--- src/rtl/output_pack_pkg.sv ---
// Shared rotate-engine definitions: byte lanes, packer states, widths and the
// helper that merges a new pixel into the little-endian byte stream.
package output_pack_pkg;

    localparam int PIX_W  = 8;
    localparam int WORD_W = 32;

    localparam int LANE_B = 0;
    localparam int LANE_G = 1;
    localparam int LANE_R = 2;

    typedef enum logic [1:0] {
        RUN   = 2'd0,
        PAD   = 2'd1,
        DRAIN = 2'd2
    } opk_state_e;

    // Appends B,G,R above the rcnt residue bytes; [31:0] is the candidate word,
    // [47:32] is what is left over once that word has been emitted.
    function automatic logic [47:0] opk_merge(
        input logic [23:0]      res,
        input logic [1:0]       rcnt,
        input logic [PIX_W-1:0] b,
        input logic [PIX_W-1:0] g,
        input logic [PIX_W-1:0] r
    );
        logic [23:0] pix;
        pix = '0;
        pix[PIX_W*LANE_B +: PIX_W] = b;
        pix[PIX_W*LANE_G +: PIX_W] = g;
        pix[PIX_W*LANE_R +: PIX_W] = r;
        return ({24'h000000, pix} << {rcnt, 3'b000}) | {24'h000000, res};
    endfunction

endpackage

--- src/rtl/output_pack_word_fifo.sv ---
// DEPTH x 32 synchronous first-word-fall-through FIFO. Storage is not reset;
// only pointers and occupancy are.
module opk_word_fifo
    import output_pack_pkg::*;
#(
    parameter int DEPTH = 4
) (
    input  logic                     hclk,
    input  logic                     hreset_n,
    input  logic                     push,
    input  logic [WORD_W-1:0]        push_data,
    input  logic                     pop,
    output logic [WORD_W-1:0]        pop_data,
    output logic [$clog2(DEPTH):0]   count,
    output logic                     full,
    output logic                     empty
);

    localparam int AW = $clog2(DEPTH);
    localparam int CW = AW + 1;

    logic [WORD_W-1:0] mem [DEPTH];
    logic [AW-1:0]     wptr;
    logic [AW-1:0]     rptr;
    logic              do_push;
    logic              do_pop;

    // A push into a full FIFO is legal when the head leaves in the same cycle.
    assign do_pop  = pop && !empty;
    assign do_push = push && (!full || do_pop);

    always_ff @(posedge hclk) begin
        if (!hreset_n) begin
            wptr  <= '0;
            rptr  <= '0;
            count <= '0;
        end else begin
            if (do_push) wptr <= wptr + AW'(1);
            if (do_pop)  rptr <= rptr + AW'(1);
            case ({do_push, do_pop})
                2'b10:   count <= count + CW'(1);
                2'b01:   count <= count - CW'(1);
                default: count <= count;
            endcase
        end
    end

    always_ff @(posedge hclk) begin
        if (do_push) mem[wptr] <= push_data;
    end

    assign pop_data = mem[rptr];
    assign full     = (count == CW'(DEPTH));
    assign empty    = (count == '0);

endmodule

--- src/rtl/output_pack.sv ---
// Packs B/G/R pixel triples little-endian into 32-bit words and queues them
// for the AHB write path; pads the final partial word and reports completion.
module output_pack
    import output_pack_pkg::*;
#(
    parameter int DEPTH = 4
) (
    input  logic              I_OPK_HCLK,
    input  logic              I_OPK_HRESET_N,
    input  logic [PIX_W-1:0]  I_OPK_PIXEL_B,
    input  logic [PIX_W-1:0]  I_OPK_PIXEL_G,
    input  logic [PIX_W-1:0]  I_OPK_PIXEL_R,
    input  logic              I_OPK_PIXEL_VALID,
    output logic              O_OPK_PIXEL_READY,
    input  logic              I_OPK_FLUSH,
    output logic [WORD_W-1:0] O_OPK_WDATA,
    output logic              O_OPK_WVALID,
    input  logic              I_OPK_WREADY,
    output logic              O_OPK_DONE,
    output logic              O_OPK_BUSY
);

    localparam int CW = $clog2(DEPTH) + 1;

    opk_state_e        state;
    opk_state_e        state_nxt;
    logic              live;
    logic [23:0]       res;
    logic [23:0]       res_nxt;
    logic [1:0]        rcnt;
    logic [1:0]        rcnt_nxt;

    logic [CW-1:0]     fifo_count;
    logic              fifo_full;
    logic              fifo_empty;
    logic              push;
    logic [WORD_W-1:0] push_data;
    logic              pop;
    logic [WORD_W-1:0] head;

    logic              accept;
    logic [47:0]       merged;
    logic              done_c;

    // live holds READY low through reset and for the release edge itself.
    assign O_OPK_PIXEL_READY = live && (state == RUN) && (fifo_count < CW'(DEPTH));
    assign accept            = I_OPK_PIXEL_VALID && O_OPK_PIXEL_READY;
    assign pop               = !fifo_empty && I_OPK_WREADY;
    assign merged            = opk_merge(res, rcnt, I_OPK_PIXEL_B, I_OPK_PIXEL_G, I_OPK_PIXEL_R);

    always_comb begin
        state_nxt = state;
        res_nxt   = res;
        rcnt_nxt  = rcnt;
        push      = 1'b0;
        push_data = merged[WORD_W-1:0];
        done_c    = 1'b0;
        case (state)
            RUN: begin
                if (accept) begin
                    if (rcnt == 2'd0) begin
                        res_nxt  = merged[23:0];
                        rcnt_nxt = 2'd3;
                    end else begin
                        push     = 1'b1;
                        res_nxt  = {8'h00, merged[47:32]};
                        rcnt_nxt = rcnt - 2'd1;
                    end
                end
                if (I_OPK_FLUSH) begin
                    state_nxt = (rcnt_nxt != 2'd0) ? PAD : DRAIN;
                end
            end
            PAD: begin
                if (!fifo_full || pop) begin
                    push      = 1'b1;
                    push_data = {8'h00, res};
                    res_nxt   = '0;
                    rcnt_nxt  = 2'd0;
                    state_nxt = DRAIN;
                end
            end
            DRAIN: begin
                if (fifo_empty) begin
                    done_c    = 1'b1;
                    state_nxt = RUN;
                end
            end
            default: state_nxt = RUN;
        endcase
    end

    always_ff @(posedge I_OPK_HCLK) begin
        if (!I_OPK_HRESET_N) begin
            state <= RUN;
            live  <= 1'b0;
            res   <= '0;
            rcnt  <= 2'd0;
        end else begin
            state <= state_nxt;
            live  <= 1'b1;
            res   <= res_nxt;
            rcnt  <= rcnt_nxt;
        end
    end

    opk_word_fifo #(
        .DEPTH (DEPTH)
    ) u_fifo (
        .hclk      (I_OPK_HCLK),
        .hreset_n  (I_OPK_HRESET_N),
        .push      (push),
        .push_data (push_data),
        .pop       (pop),
        .pop_data  (head),
        .count     (fifo_count),
        .full      (fifo_full),
        .empty     (fifo_empty)
    );

    // Unwritten storage is never exposed: an empty FIFO presents zero.
    assign O_OPK_WVALID = !fifo_empty;
    assign O_OPK_WDATA  = fifo_empty ? '0 : head;
    assign O_OPK_DONE   = done_c;
    assign O_OPK_BUSY   = (state != RUN) || !fifo_empty || (rcnt != 2'd0);

endmodule

--- config.mk ---
export PLATFORM = sky130hd
export DESIGN_NAME = output_pack
export DESIGN_NICKNAME = d
export VERILOG_FILES = /design/src/rtl/output_pack_pkg.sv /design/src/rtl/output_pack_word_fifo.sv /design/src/rtl/output_pack.sv
export SDC_FILE = /design/constraint.sdc
export NUM_CORES = 1
export LEC_CHECK = 0
export ABC_AREA = 1
export CAP_MARGIN = 20
export CORE_MARGIN = 4
export CORE_UTILIZATION = 58
export CTS_CLUSTER_SIZE = 25
export DETAILED_ROUTE_END_ITERATION = 12
export HOLD_SLACK_MARGIN = 0.12
export PLACE_DENSITY_LB_ADDON = 0.05
export SETUP_SLACK_MARGIN = 0.4
export SLEW_MARGIN = 40
export SYNTH_ARGS = -nofsm -noshare
export SYNTH_HDL_FRONTEND = slang
export SYNTH_HIERARCHICAL = 1
export SYNTH_SLANG_ARGS = --single-unit
export TNS_END_PERCENT = 20
--- constraint.sdc ---
create_clock -name I_OPK_HCLK -period 4.5 [get_ports I_OPK_HCLK]
set_input_delay 0.675 -clock I_OPK_HCLK [delete_from_list [all_inputs] [get_ports I_OPK_HCLK]]
set_output_delay 0.675 -clock I_OPK_HCLK [all_outputs]
set_load 0.005 [all_outputs]
==> results of run 1 <==
[cells in the mapped netlist, types with 2 or more instances]
master / instances / area [um^2]
nand3_1: 10 / 50.1
nor2_2: 2 / 12.5
o22ai_1: 34 / 213
o21ai_1: 27 / 135
ha_1: 5 / 62.6
nor2_4: 2 / 22.5
dfxtp_1: 38 / 761
a21oi_1: 40 / 200
a21o_1: 2 / 15.0
o211ai_2: 2 / 25.0
buf_2: 20 / 100
nand2_1: 116 / 435
clkbuf_1: 13 / 48.8
buf_1: 4 / 15.0
a31oi_1: 4 / 25.0
o21ai_2: 2 / 17.5
inv_1: 93 / 349
buf_4: 5 / 37.5
or2_2: 5 / 31.3
nand2_4: 5 / 56.3
nand4_1: 2 / 12.5
o21ai_0: 74 / 370
nor2_1: 135 / 507
o21bai_1: 6 / 45.0
nor3_1: 7 / 35.0
buf_6: 2 / 22.5
mux2i_1: 3 / 30.0
edfxtp_1: 128 / 3840
nand3_2: 2 / 20.0
inv_2: 7 / 26.3
nand2_2: 4 / 25.0
[critical path, delay by kind of cell, from the launching register on]
| kind | cells | cell delay, ns |
|---|---|---|
| flip-flops | 1 | 0.30 |
| adder cells (fa/ha/maj) | 2 | 0.84 |
| AO/OA/AOI/OAI | 1 | 0.59 |
| AND/OR/NAND/NOR | 5 | 0.46 |
| buffers and inverters | 6 | 1.02 |
[cell type report]
type,count,area [um^2]
Timing Repair Buffer,75,723
Multi-Input combinational cell,496,2450
Clock buffer,19,433
Inverter,101,382
Tap cell,172,215
Clock inverter,13,154
Sequential cell,166,4610
Fill cell,965,3810
[path summary, 6_finish.rpt]
check,start,to,slack (ns),depth (start not counted)
max reg2reg,rcnt[0],u_fifo/count[2],1.19,14
max,rcnt[0],u_fifo/count[2],1.19,14
min reg2reg,res[22],res[22],0.46,2
min,res[22],res[22],0.46,2
[per-layer routing]
| metal | GRT usage (%) | up-vias | wire (um) |
|---|---|---|---|
| li1 | - | 2800 | - |
| met1 | 36.0 | 2706 | 7920 |
| met2 | 39.3 | 240 | 8560 |
| met3 | 5.71 | 25 | 1410 |
| met4 | 7.91 | 0 | 350 |
| met5 | 0 | - | 0 |
[through the flow]
stage | hold slack, ns | util, % | std cells | setup slack [ns] | power, mW
2_1_floorplan | 0.418 | - | 807 | 1.08 | 2.62
4_1_cts | 0.458 | 70.2 | 1042 | 1.18 | 4.49
3_3_place_gp | 0.444 | 65.6 | 1010 | 1.13 | 3.04
6_report | 0.455 | 70.2 | 1042 | 1.19 | 4.49
5_1_grt | 0.478 | 70.2 | 1042 | 0.860 | 4.71
3_5_place_dp | 0.436 | 65.6 | 1010 | 1.03 | 3.06
[registers in the layout, indices dropped and copies added, names as in the netlist, named ones only]
register / cells
u_fifo/count: 3
u_fifo/wptr: 2
u_fifo/mem: 128
live: 1
state: 2
rcnt: 2
u_fifo/rptr: 2
res: 24
[cells by family (layout without fill, tap and decap cells)]
logic type	count (synthesis)	count (layout)	synth area share (%)
AOI/OAI and AO/OA	194	194	14.0
adders and majority gates	6	6	1.08
buffers and inverters	145	208	7.89
DFF	166	166	60.2
muxes	3	3	0.393
and+or+nand+nor	293	293	16.4
[power groups by stage]
| stage | Combinational, mW | Clock, mW | Sequential (mW) |
|---|---|---|---|
| detailed placement | 1.12 | 0 | 1.94 |
| global route | 1.26 | 1.53 | 1.92 |
| CTS | 1.13 | 1.46 | 1.91 |
| global placement | 1.10 | 0 | 1.94 |
| floorplan | 0.685 | 0 | 1.93 |
| finish | 1.13 | 1.44 | 1.91 |
==> metrics.txt, run 1 <==
status=finished, final reports clean; CTS HTree Levels=4; # nets final=892; Die Wd=approximately 120 um; setup TNS=0 ns; Pint=approximately 3.1 mW; Post-synth ARST share=0%; root buf cell=clkbuf_16; first-pass GRT wire length=28600 um; most used flip-flop cell after synthesis=edfxtp_1; Yosys cell types=39; post-CTS sizing=0; CP peak stage delay=about 0.59 ns; Hold Violations, Final=0; Clk pwr share=roughly a third; area of the core=0.0128 mm^2; Synth Cell Area=between 0.007 and 0.008 mm^2; largest net degree at the start of global routing=65; #FFs+latches synth=166; Post-DP Area=between 0.008 and 0.009 mm^2; Post-synth EDFFs=around 130; post-DP HPWL=12000 um; total net switching power=1.35 mW; Tightest Pin Transition=roughly 0.7 ns; CP Cell Sequence=buf_4 -> inv_1 -> ha_1 -> inv_1 -> o21ai_2 -> inv_2 -> inv_2 -> nand3_2 -> fa_1 -> inv_1 -> nand4_2 -> nand3_1 -> nand2_1 -> nor2_1; Fmax=a little over 300 MHz; Slew headroom=53.3%; Die Area=around 0.015 mm^2; RSZ-0062 raised after global routing=no; Final Cell Area=between 0.008 and 0.009 mm^2; port buffer count=64; final worst path period need=about 3.3 ns; Sw Ratio=30.0%; register area share after synthesis=around three fifths; Min-Delay Path Class=reg2reg; # rows=between 40 and 50; Req. time, crit path=about 5 ns; most common cell after layout, fill and taps aside=nor2_1; P_leak=roughly 3.5 nW; wire per inst=between 15 and 20 um; Reg power frac=42.6%; Area Overhead vs Synth=17.3%; postcts setup bufs=0; DR pass1 iterations=5; Ys Warns=6; Initial Utilization=59.9%; syn avg cell area=9.48 um^2; initial antenna violation count=0; clk_skew=0.00923 ns; Placer Congestion=0.923; clk slew on worst S/H paths=0.07 ns; Post-Syn Instances=between 800 and 900; TritonCTS buffer count=17; clock sinks=166; Data arrival, critical path=about 3.7 ns; Post-Route WL=around 18000 um; IO Count=65; gr usage total=between 20 and 30%; CTS tree=done; Max clock buf depth=2; grt ovf=0; Worst Setup End Kind=flop; most frequent cells in the layout=131 x nor2_1, 128 x edfxtp_1, 116 x nand2_1; Synth Net Count=842; Comb pwr share=between 20 and 30%; DRC viols=0; antenna cells=0; Detail Route Antenna Nets=0; vias per cell=roughly 5.5; power per cell area=about 500 mW/mm^2; Vert. Die Dim=123 um; Period Utilization, post-route=73.5%; crit-path max FO=35; Max-Cap Viols=0; Initial DRC Count=between 600 and 700; critical path class=reg2reg; Max VDD drop=0.000286 V; Setup crit start kind=flop; Final setup viols=0; Slew Limit Fails=0; Slowest cell on crit path=o21ai_2; vias in the first global route=roughly 5400; later-pin clock latency in the skew report=0.42 ns; via count=around 5800; share of cells above drive strength 1=a little under a tenth; Hold Buf Count CTS=0; most used cell, CP=inv_1
(Power assumes the default switching activity.)
==> run 2: changes to the inputs <==
==> constraint.sdc (replaced) <==
create_clock -name I_OPK_HCLK -period 3.15 [get_ports I_OPK_HCLK]
set_input_delay 0.4725 -clock I_OPK_HCLK [delete_from_list [all_inputs] [get_ports I_OPK_HCLK]]
set_output_delay 0.4725 -clock I_OPK_HCLK [all_outputs]
set_load 0.005 [all_outputs]
==> metrics.txt, run 2 (synthesis results as in run 1) <==
Req. time, crit path=2.68 ns (-2.18 ns); grt ovf=0 (unchanged); later-pin clock latency in the skew report=0.43 ns (about the same); Max clock buf depth=2 (unchanged); Tightest Pin Transition=0.655 ns (-0.0431 ns); Max-Cap Viols=0 (unchanged); final worst path period need=~2.6 ns; share of cells above drive strength 1=10.2% (+1.2 points); crit-path max FO=16 (-54%); most flop-heavy register=u_fifo/mem; DR pass1 iterations=5 (unchanged); Hold Buf Count CTS=0 (unchanged); vias per cell=5.57 (+0.60%); initial antenna violation count=0 (unchanged); Initial DRC Count=557 (-14%); Slew headroom=55.9% (+2.6 points); clk_skew=0.00740 ns (-0.00183 ns); clk slew on worst S/H paths=0.06 ns (about the same); Detail Route Antenna Nets=0 (unchanged); antenna cells=0 (unchanged); final-layout fill cell count=925 (-4.1%); Die Wd=123 um (unchanged); DRC viols=0 (unchanged); Initial Utilization=59.9% (unchanged); Final Cell Area=0.00913 mm^2 (+1.9%); CTS HTree Levels=4 (unchanged); status=finished, final reports clean; Slew Limit Fails=0 (unchanged); Hold Violations, Final=0 (unchanged); Vert. Die Dim=123 um (unchanged); Post-Route WL=17600 um (-3.4%); max reg flops=128 (unchanged); most used cell, CP=inv_1; Area Overhead vs Synth=19.4%; CP Cell Sequence=inv_1 -> nand2_4 -> inv_1 -> buf_6 -> inv_1 -> nor3_1 -> clkdlybuf4s50_1; Post-DP Area=0.00849 mm^2 (+1.3%); area of the core=0.0128 mm^2 (unchanged); reg2reg setup slack=0.53 ns (-0.66 ns); # nets final=902 (+1.1%); Min-Delay Path Class=reg2reg; most frequent cells in the layout=131 x nor2_1, 128 x edfxtp_1, 116 x nand2_1; post-DP HPWL=11500 um (-4.1%); setup TNS=0 ns (unchanged); RSZ-0062 raised after global routing=yes; TritonCTS buffer count=17 (unchanged); CTS tree=done; Slowest cell on crit path=clkdlybuf4s50_1; Setup crit start kind=flop; gr usage total=24.4% (-1.0 points); CP peak stage delay=0.54 ns (-0.05 ns); IO Count=65 (unchanged); Period Utilization, post-route=between 80% and 90%; power per cell area=700 mW/mm^2 (+40%); final worst slack=0.502 ns (-0.693 ns); Final setup viols=0 (unchanged); Max VDD drop=0.000500 V (+75%); Fmax=around 380 MHz; P_leak=3.62 nW (+2.4%); critical path class=reg2out; wire per inst=16.8 um (-4.3%); vias in the first global route=5484 (+1.4%); Placement Setup Slack=0.440 ns (-0.589 ns); Placer Congestion=0.902 (-2.2%); Worst Setup End Kind=output pin; root buf cell=clkbuf_16; port buffer count=64 (unchanged); clock sinks=166 (unchanged); first-pass GRT wire length=27900 um (-2.4%); biggest regs=u_fifo/mem: 128 flops, res: 24 flops, u_fifo/count: 3 flops; largest net degree at the start of global routing=35 (-46%); # rows=41 (unchanged); Data arrival, critical path=2.18 ns (-1.49 ns); via count=5856 (+1.5%); most common cell after layout, fill and taps aside=nor2_1; Die Area=0.0151 mm^2 (unchanged)
run 2: changes by cell type in the layout (fill, tap and decap cells not counted), sizes merged:
cell / delta
buf: +10
clkbuf: -1
clkinvlp: -2
clkinv: +2
run 2: final timing paths:
path / from / end / cells after the start
setup / recovery: u_fifo/count[2] / O_OPK_DONE / 7
hold / removal: res[16] / res[16] / 2
setup reg to reg: rcnt[0] / u_fifo/count[2] / 12
hold reg to reg: res[16] / res[16] / 2
run 2: layer usage:
layer | routed length (um) | vias to the layer above | global-route usage [%] | part of all wire, %
met5 | 0 | - | 0 | 0
met4 | 196 | 0 | 6.72 | 1.1
met3 | 1180 | 21 | 5.48 | 6.7
met2 | 8610 | 219 | 40.4 | 49
met1 | 7620 | 2793 | 32.5 | 43
li1 | - | 2823 | - | -
run 2: cell type report:
type,count,area (um^2),area share [%]
well taps,172,215,2.36
multi-input cells,496,2450,26.8
clock buffers,18,429,4.70
flip-flops and latches,166,4610,50.5
clock inverters,13,155,1.70
repair buffers,85,883,9.67
inverters,101,389,4.26
run 2: where the power goes:
group,leakage [nW],internal (mW),switching [mW]
logic,1.87,0.599,1.01
registers,1.47,2.68,0.0599
clock network,0.282,1.24,0.809
run 2: per-stage QoR:
| stage | instances | utilization (%) | hold slack [ns] | power, mW |
|---|---|---|---|---|
| 6_report | 1051 | 71.5 | 0.456 | 6.39 |
| 5_1_grt | 1051 | 71.5 | 0.477 | 6.71 |
| 4_1_cts | 1049 | 71.2 | 0.448 | 6.40 |
| 3_5_place_dp | 1017 | 66.5 | 0.440 | 4.36 |
| 3_3_place_gp | 1017 | 66.5 | 0.437 | 4.31 |
| 2_1_floorplan | 807 | - | 0.418 | 3.74 |
run 2: what timing repair did:
| item | CTS | global route |
|---|---|---|
| setup endpoints to repair | 32 | 17 |
| setup buffers | 1 | 2 |
| resized for setup | 7 | 6 |
| hold endpoints to repair | 0 | 0 |
run 2: critical path, delay by kind of cell, from the launching register on:
kind | cells | cell delay (ns)
buffers and inverters | 5 | 1.15
DFF | 1 | 0.35
and+or+nand+nor | 2 | 0.24
==> run 3: changes to the inputs <==
==> constraint.sdc (replaced) <==
create_clock -name I_OPK_HCLK -period 2.6 [get_ports I_OPK_HCLK]
set_input_delay 0.39 -clock I_OPK_HCLK [delete_from_list [all_inputs] [get_ports I_OPK_HCLK]]
set_output_delay 0.39 -clock I_OPK_HCLK [all_outputs]
set_load 0.005 [all_outputs]
==> metrics.txt, run 3 (synthesis results as in run 1) <==
Fmax=~420 MHz; Slew headroom=63.3% (+7.4 points); hold path cells=2 (unchanged); most frequent cells in the layout=130 x nor2_1, 128 x edfxtp_1, 116 x nand2_1; max reg flops=128 (unchanged); initial antenna violation count=0 (unchanged); Placer Congestion=0.909 (+0.70%); Hold Buf Count CTS=0 (unchanged); later-pin clock latency in the skew report=0.42 ns (about the same); Slew Limit Fails=0 (unchanged); root buf cell=clkbuf_16; grt ovf=0 (unchanged); clk slew on worst S/H paths=0.06 ns (about the same); Detail Route Antenna Nets=0 (unchanged); Placement Setup Slack=0.166 ns (-0.274 ns); Top Layer Used=met4; Vert. Die Dim=123 um (unchanged); first-pass GRT wire length=30100 um (+7.7%); via count=6023 (+2.9%); Multi-input gate area=0.00250 mm^2 (+2.2%); area of the core=0.0128 mm^2 (unchanged); Worst Setup End Kind=output pin; Area Overhead vs Synth=24.8%; most common cell after layout, fill and taps aside=nor2_1; Die Area=0.0151 mm^2 (unchanged); Req. time, crit path=2.21 ns (-0.47 ns); worst hold start=res[19]; status=finished, final reports clean; CTS HTree Levels=4 (unchanged); most used cell, CP=nor2_1; Post-Route WL=19100 um (+8.6%); r2r startpoint=u_fifo/count[1]; Final Cell Area=0.00955 mm^2 (+4.5%); IO Count=65 (unchanged); largest net degree at the start of global routing=35 (unchanged); biggest regs=u_fifo/mem: 128 flops, res: 24 flops, u_fifo/count: 3 flops; Period Utilization, post-route=91.6%; Slowest cell on crit path=clkdlybuf4s50_1; Max VDD drop=0.000491 V (-1.8%); vias per cell=5.61 (+0.74%); Initial Utilization=59.9% (unchanged); endpoint of the worst register-to-register path=u_fifo/count[2]; antenna cells=0 (unchanged); reg2reg setup slack=0.46 ns (-0.07 ns); clock sinks=166 (unchanged); Min-Delay Path Class=reg2reg; P_leak=4.05 nW (+12%); share of cells above drive strength 1=13.2% (+3.0 points); port buffer count=64 (unchanged); setup TNS=0 ns (unchanged); crit-path max FO=10 (-6); fin cells=1073 (+2.1%); # placed instances=1022 (+0.49%); CTS tree=done; most flop-heavy register=u_fifo/mem; Tightest Pin Transition=0.544 ns (-0.110 ns); register area=0.00461 mm^2 (about the same); Post-DP Area=0.00861 mm^2 (+1.4%); TritonCTS buffer count=17 (unchanged); Final setup viols=0 (unchanged); Die Wd=123 um (unchanged); Setup crit start kind=flop; vias in the first global route=5747 (+4.8%); wire per inst=17.8 um (+6.4%); Hold Violations, Final=0 (unchanged); # nets final=924 (+2.4%); final core utilization=74.7% (+3.2 points); # rows=41 (unchanged); RSZ-0062 raised after global routing=yes; final worst path period need=roughly 2.4 ns; met1 WL=7840 um (+2.9%); Max-Cap Viols=0 (unchanged); post-DP HPWL=11900 um (+4.0%); power per cell area=817 mW/mm^2 (+17%); R2R depth=15 (+3); Initial DRC Count=584 (+4.8%); final worst slack=0.220 ns (-0.282 ns); DRC viols=0 (unchanged); final-layout fill cell count=894 (-3.4%); CP peak stage delay=0.50 ns (-0.04 ns); Routed met3 length=1410 um (+19%); Data arrival, critical path=1.99 ns (-0.19 ns); Worst Hold Path EP=res[19]; CP Cell Sequence=buf_6 -> buf_16 -> nor2_1 -> o22ai_1 -> inv_1 -> nor2_1 -> clkdlybuf4s50_1; critical path class=reg2out; DR pass1 iterations=5 (unchanged); DR WL met2=9370 um (+8.8%); Max clock buf depth=2 (unchanged); clk_skew=0.00604 ns (-0.00136 ns); gr usage total=26.7% (+2.3 points)
==> run 3: cell types whose count changed in the layout (fill, tap and decap cells not counted), sizes merged <==
cell           change
clkinvlp           -2
bufbuf             +1
clkdlybuf4s15      +1
inv                -2
clkbuf             +6
dlygate4sd2       +19
clkdlybuf4s50     -31
buf               +21
dlymetal6s2s       +9
==> run 3: how the worst max path moves through the flow <==
stage | end | slack (ns) | cells past startpoint
2_1_floorplan | u_fifo/mem[0][0] | 0.38 | 11
3_3_place_gp | u_fifo/count[2] | 0.20 | 14
3_5_place_dp | u_fifo/count[2] | 0.17 | 14
4_1_cts | O_OPK_WDATA[6] | 0.13 | 7
5_1_grt | O_OPK_WDATA[20] | 0.11 | 7
6_report | O_OPK_WDATA[16] | 0.22 | 7
==> run 3: final cells by class <==
type	instances	area share, %
Timing Repair Buffer	107	13.0
Clock inverter	9	1.32
Tap cell	172	2.25
Inverter	101	4.18
Multi-Input combinational cell	496	26.2
Sequential cell	166	48.3
Clock buffer	22	4.65
==> run 3: critical path, delay by kind of cell, from the launching register on <==
family | cells | cell delay (ns)
AO/OA/AOI/OAI | 1 | 0.12
buffers and inverters | 4 | 0.82
flip-flops | 1 | 0.49
AND/OR/NAND/NOR | 2 | 0.13
==> run 3: repair_timing <==
action / in CTS / in global routing
setup endpoints to repair: 35 / 57
cloned: 6 / 0
buffers inserted: 10 / 4
pin swaps: 1 / 4
gates resized for setup: 45 / 24
==> run 3: power by group <==
| group | internal (mW) | switching (mW) | leakage (nW) |
|---|---|---|---|
| Clock | 1.50 | 0.954 | 0.280 |
| Combinational | 0.742 | 1.28 | 2.29 |
| Sequential | 3.24 | 0.0743 | 1.48 |
==> run 3: routing by layer <==
layer  vias to the layer above  global-route usage, %
li1                       2872                      -
met4                         0                   9.87
met2                       294                   43.8
met1                      2811                   35.1
met3                        46                   5.58
met5                         -                      0
==> run 3: metrics by stage <==
stage | power [mW] | hold slack, ns
3_3_place_gp | 5.29 | 0.442
3_5_place_dp | 5.35 | 0.441
4_1_cts | 7.81 | 0.458
6_report | 7.80 | 0.460
2_1_floorplan | 4.58 | 0.418
5_1_grt | 8.19 | 0.478
